[src/rtl/reg_file_2r1w.sv]
// miniRISC architectural register file: 2**ADDR_W x DATA_W, two combinational
// read ports, one synchronous write port, optional same-cycle write-to-read bypass.
module reg_file_2r1w #(
    parameter int unsigned         DATA_W   = 32,
    parameter int unsigned         ADDR_W   = 5,
    parameter bit                  BYPASS   = 1'b1,
    parameter int unsigned         SP_INDEX = 29,
    parameter logic [DATA_W-1:0]   SP_RESET = 32'h0000_03FC
) (
    input  logic              clk,
    input  logic              rst,
    input  logic [ADDR_W-1:0] rs_addr,
    input  logic [ADDR_W-1:0] rt_addr,
    output logic [DATA_W-1:0] rs_data,
    output logic [DATA_W-1:0] rt_data,
    input  logic              wr_en,
    input  logic [ADDR_W-1:0] wr_addr,
    input  logic [DATA_W-1:0] wr_data
);

    localparam int unsigned DEPTH = 1 << ADDR_W;

    logic [DATA_W-1:0] regs_q [DEPTH];
    logic              wr_live;
    logic              rs_hit;
    logic              rt_hit;

    // Entry 0 is reset to zero and never written, so it stays hardwired to zero.
    always_ff @(posedge clk or negedge rst) begin
        if (!rst) begin
            for (int unsigned i = 0; i < DEPTH; i++) begin
                regs_q[i] <= (i == SP_INDEX) ? SP_RESET : '0;
            end
        end else if (wr_en && (wr_addr != '0)) begin
            regs_q[wr_addr] <= wr_data;
        end
    end

    // A write only forwards while out of reset, since reset discards it.
    assign wr_live = rst && wr_en && (wr_addr != '0);
    assign rs_hit  = BYPASS && wr_live && (wr_addr == rs_addr);
    assign rt_hit  = BYPASS && wr_live && (wr_addr == rt_addr);

    always_comb begin
        rs_data = regs_q[rs_addr];
        if (rs_addr == '0) begin
            rs_data = '0;
        end else if (rs_hit) begin
            rs_data = wr_data;
        end
    end

    always_comb begin
        rt_data = regs_q[rt_addr];
        if (rt_addr == '0) begin
            rt_data = '0;
        end else if (rt_hit) begin
            rt_data = wr_data;
        end
    end

endmodule

[config.mk]
export PLATFORM = sky130hd
export DESIGN_NAME = reg_file_2r1w
export DESIGN_NICKNAME = d
export VERILOG_FILES = /design/src/rtl/reg_file_2r1w.sv
export SDC_FILE = /design/constraint.sdc
export NUM_CORES = 2
export LEC_CHECK = 0
export CORE_ASPECT_RATIO = 0.9
export CORE_MARGIN = 3
export CORE_UTILIZATION = 40
export DETAILED_ROUTE_END_ITERATION = 16
export DONT_BUFFER_PORTS = 1
export SYNTH_ARGS = -nofsm -noshare
export SYNTH_HDL_FRONTEND = slang
export SYNTH_SLANG_ARGS = --single-unit
[constraint.sdc]
create_clock -name clk -period 8.4 [get_ports clk]
set_input_delay 1.68 -clock clk [delete_from_list [all_inputs] [get_ports clk]]
set_output_delay 1.68 -clock clk [all_outputs]
set_load 0.01 [all_outputs]
; ---- After elaboration in Yosys (flattened, before gate mapping)
; Cells that the tools add are included.
[op_classes]
n_reduce_logical = 9
mux = 13
eq_ne = 2
n_bitwise = 3
n_lt_le_gt_ge = 4
[ops]
columns = op, count
row1 = $bwmux W1024, 1
row2 = $bmux W32 S5, 2
row3 = $mux W32, 9
row4 = $demux W32 S5, 1
row5 = $ge A6 B6 Y1 const B, 3
row6 = $not A5 Y6, 3
row7 = $eq A5 B5 Y1, 2
row8 = $logic_not A5 Y1, 2
row9 = $logic_and A1 B1 Y1, 6
row10 = $lt A6 B1 Y1 const B, 1
row11 = $reduce_bool A5 Y1, 1
[word_totals]
word_cells = 63
inputBits = 50
ff_bits = 1024
output_inout_bits = 64

; ---- Logic depth before layout (Yosys ltp)
[depth]
ltp_word = 6
mapped_depth = 11
depth_no_buf = 6

; ---- Worst setup path before layout
; No wires, ideal clock.
[synth_path]
path_kind = input port to output port
start = input port rs_addr[2]
end = output port rs_data[29]
cell_stages = 8
arrival_time_ns = 3.407
path_buffers = 4
required_time_ns = 6.720
slack_ns = 3.313
cell_sequence = buf_2 -> buf_2 -> buf_2 -> buf_1 -> mux4_2 -> a22oi_1 -> nand2_1 -> a32o_1
[synth_between]
elab_chain_cells = 6
elab_cells_between_ends = 9
classes_between = eq/ne (1) / mux (5) / bitwise (1) / reduce/logical (2)
[synth_rtl]
columns = element, line_no
row1 = start: declaration, 12  ; input logic [ADDR_W-1:0] rs_addr,
row2 = $not A5 Y6 (not written as such), 45  ; rs_data = regs_q[rs_addr];
row3 = $bmux W32 S5, 45
row4 = $mux W32 (not written as such) (2 in series), 45
row5 = $mux W32, 48  ; end else if (rs_hit) begin
row6 = $mux W32 (*), 46  ; if (rs_addr == '0) begin
row7 = end: declaration, 14  ; output logic [DATA_W-1:0] rs_data,
; Every way passes the cells marked *; elsewhere a longest branch is shown, timed or not. The select of a mux whose other input is x is not followed.

; ---- Worst setup path after layout
[layout_path]
start = input port rst
end = output port rt_data[5]
[layout_between]
elab_chain_cells = 5
[layout_rtl]
columns = element, line_no
row1 = start: declaration, 11  ; input logic rst,
row2 = $logic_and A1 B1 Y1 (2 in series), 40  ; assign wr_live = rst && wr_en && (wr_addr != '0);
row3 = $logic_and A1 B1 Y1, 42  ; assign rt_hit = BYPASS && wr_live && (wr_addr == rt_addr);
row4 = $mux W32, 57  ; end else if (rt_hit) begin
row5 = $mux W32, 55  ; if (rt_addr == '0) begin
row6 = end: declaration, 15  ; output logic [DATA_W-1:0] rt_data,
; No other way between the ends.

==> flow_summary.json <==
{
  "hold_buffers": 0,
  "setup_tns_ns": 0,
  "ys_seq_area_share_pct": 46.39,
  "end_kind": "output pin",
  "min_period_ns": 6.400,
  "grt_pass1_wl_mm": 273.7,
  "final-setup-viol-count": 0,
  "setup_slack_ns": 2.000,
  "grt_usage_pct": 26.43,
  "post_cts_buffers": 0,
  "netlist_top_cells_count": "1,025 x mux2_2, 1,016 x dfrtp_1, 356 x mux4_2",
  "hold_path_class": "flop to flop",
  "syn_inst": 3912,
  "final_area_um2": 60080,
  "internal_power_mw": 10.46,
  "ys_warn_count": 0,
  "pwr-share-seq_pct": 45.9,
  "slew_headroom_pct": 14.85,
  "hold_viol_final": 0,
  "grt_antenna_before_repair": 4,
  "rows": 128,
  "drcViolationCount": 0,
  "areaGrowthSynthToFinish_pct": 8.725,
  "worst_pin_slew_ns": 1.273,
  "placedCellCount": 5348,
  "reg2reg_slack_ns": 7.59,
  "required_ns": 6.72,
  "slew_violations": 0,
  "clock_sinks": 1024,
  "initial_core_util_pct": 40.54,
  "ios": 114,
  "rsz0062_at_grt": "false",
  "detail-route-antenna-nets": 0,
  "routed_wl_mm": 188.9,
  "cp.arrival_ns": 4.72,
  "dpl.hpwl_mm": 100.4,
  "synth-async-reset-ratio_pct": 100.0,
  "status": "finished clean",
  "routed_via_density": 6.487,
  "fin_cells": 5568,
  "yosys.area.top_type_share_pct": 46.01,
  "gp_congestion": 0.7887,
  "grt_pass1_vias": 36560,
  "firstDrtPassIters": 5,
  "synth_edf_count": 0,
  "dp_slack_ns": 2.194,
  "worst_setup_path_start_kind": "primary input",
  "fin_hold_ws_ns": 0.3931,
  "grt_max_degree": 342,
  "core-area_um2": 136300,
  "synth_cell_types": 59,
  "htree_levels": 3,
  "top_register": "regs_q",
  "p_leak_nw": 25.82,
  "grt_overflow_total": 0,
  "maxCapViolations": 0,
  "worstSetupPathType": "primary input to output pin",
  "die_y_um": 358.6,
  "io_buffers": 0,
  "clk_pin_slew_ns": 0.05,
  "p_sw_share_pct": 26.66,
  "ys_seq_elements": 1024,
  "powerDensity_nw_per_um2": 237.5,
  "synth_nets": 3962,
  "dieArea_um2": 142600,
  "skew_ns": 0,
  "largest_registers": "regs_q: 1024 flops",
  "syn_area_um2": 55250,
  "die_w_um": 397.8,
  "fill_cells": 12150,
  "drt-initial-drc-count": 3787,
  "cts_tree": "built",
  "fin_util_pct": 44.08,
  "ys_top_cells_by_area": "dfrtp_1 46%, mux2_2 21%, mux4_2 15%",
  "wl_per_cell_um": 33.93,
  "max_freq_mhz": 156.3,
  "vias": 36120,
  "post-synth-top-area-cell": "dfrtp_1",
  "pwr-share-comb_pct": 18.3,
  "critical_path.max_fanout": 179,
  "layout_worst_path_cycle_share_pct": 76.19,
  "fin_nets": 3696,
  "clock_latency_ns": 0.71,
  "ir_drop_v": 0.0001612,
  "syn_area_per_cell_um2": 14.12,
  "root_buffer": "clkbuf_16",
  "ys.flop_type": "dfrtp_1",
  "power_frac_clock_pct": 35.8,
  "ctsLongestPathBuffers": 3,
  "largest_register_ffs": 1024,
  "cts_buffers": 116,
  "p_sw_mw": 3.804,
  "dpl_cell_area_um2": 56250,
  "drive_gt1_share_pct": 44.70,
  "synth_most_common_cell": "mux2_2",
  "p_total_mw": 14.27,
  "cts-resized-gates": 0
}
==> power groups by stage <==
stage | clock network (mW) | logic (mW) | registers, mW
global placement | 0 | 2.46 | 6.57
CTS | 5.17 | 2.61 | 6.53
global route | 5.37 | 2.80 | 6.68
detailed placement | 0 | 2.60 | 6.61
floorplan | 0 | 2.21 | 6.39
finish | 5.10 | 2.61 | 6.55
==> cell families (layout without fill, tap and decap cells) <==
logic type,after synthesis,after routing,synth area share [%]
muxes,1702,1702,41.39
DFF,1024,1024,46.39
buffers and inverters,443,276,3.784
AOI/OAI and AO/OA,442,442,5.910
and+or+nand+nor,291,291,2.362
xor gates and xnor gates,10,10,0.1585
other,0,3,0
==> layout make-up <==
type	count	area, um^2	share of cell area (%)
Multi-Input combinational cell	2445	27800	46.28
Sequential cell	1024	25630	42.67
Timing Repair Buffer	55	525.5	0.8747
Tap cell	1820	2277	3.791
Clock inverter	27	279.0	0.4644
Clock buffer	190	3535	5.884
Inverter	4	15.01	0.02499
Antenna cell	3	7.507	0.01250
==> layout by cell type, fill, tap and decap left out, drive strengths merged, types with 8 or more instances in the layout <==
cell     instances
nor2            79
a21oi           58
mux2          1025
a221oi          33
a221o           19
a211oi          36
a31oi           11
clkbuf         190
o21ai           40
o211ai          11
nor2b            8
o31ai            8
dfrtp         1016
mux4           362
a22oi           80
nor3            25
clkinv          21
o22ai           44
mux2i          315
buf             55
o221ai          32
nand2          122
a32o            31
a22o            14
a2111oi          8
dfstp            8
nand3           18
==> critical path, cell delays in order <==
cell	delay, ns
buf_16	0.66
nand2_1	0.29
nor3_2	0.25
buf_4	0.50
nor3_1	0.18
nor2_1	0.81
==> final timing paths <==
| path | startpoint | endpoint | cells past startpoint |
|---|---|---|---|
| min in group asynchronous | rst | regs_q[55] | 0 |
| hold / removal | regs_q[1015] | regs_q[1015] | 0 |
| setup reg to reg | regs_q[196] | regs_q[196] | 1 |
| max in group asynchronous | rst | regs_q[435] | 2 |
| hold reg to reg | regs_q[1015] | regs_q[1015] | 0 |
| setup / recovery | rst | rt_data[5] | 6 |
==> per-layer routing <==
layer  vias up  global-route usage (%)  routed length [um]
met5         -                       0                  13
met4         2                   7.941                6127
met3       330                   6.984               17820
met2      1576                   38.79               82120
met1     19660                   38.35               82830
li1      14550                       -                   -
Power figures use the tool's default switching activity.
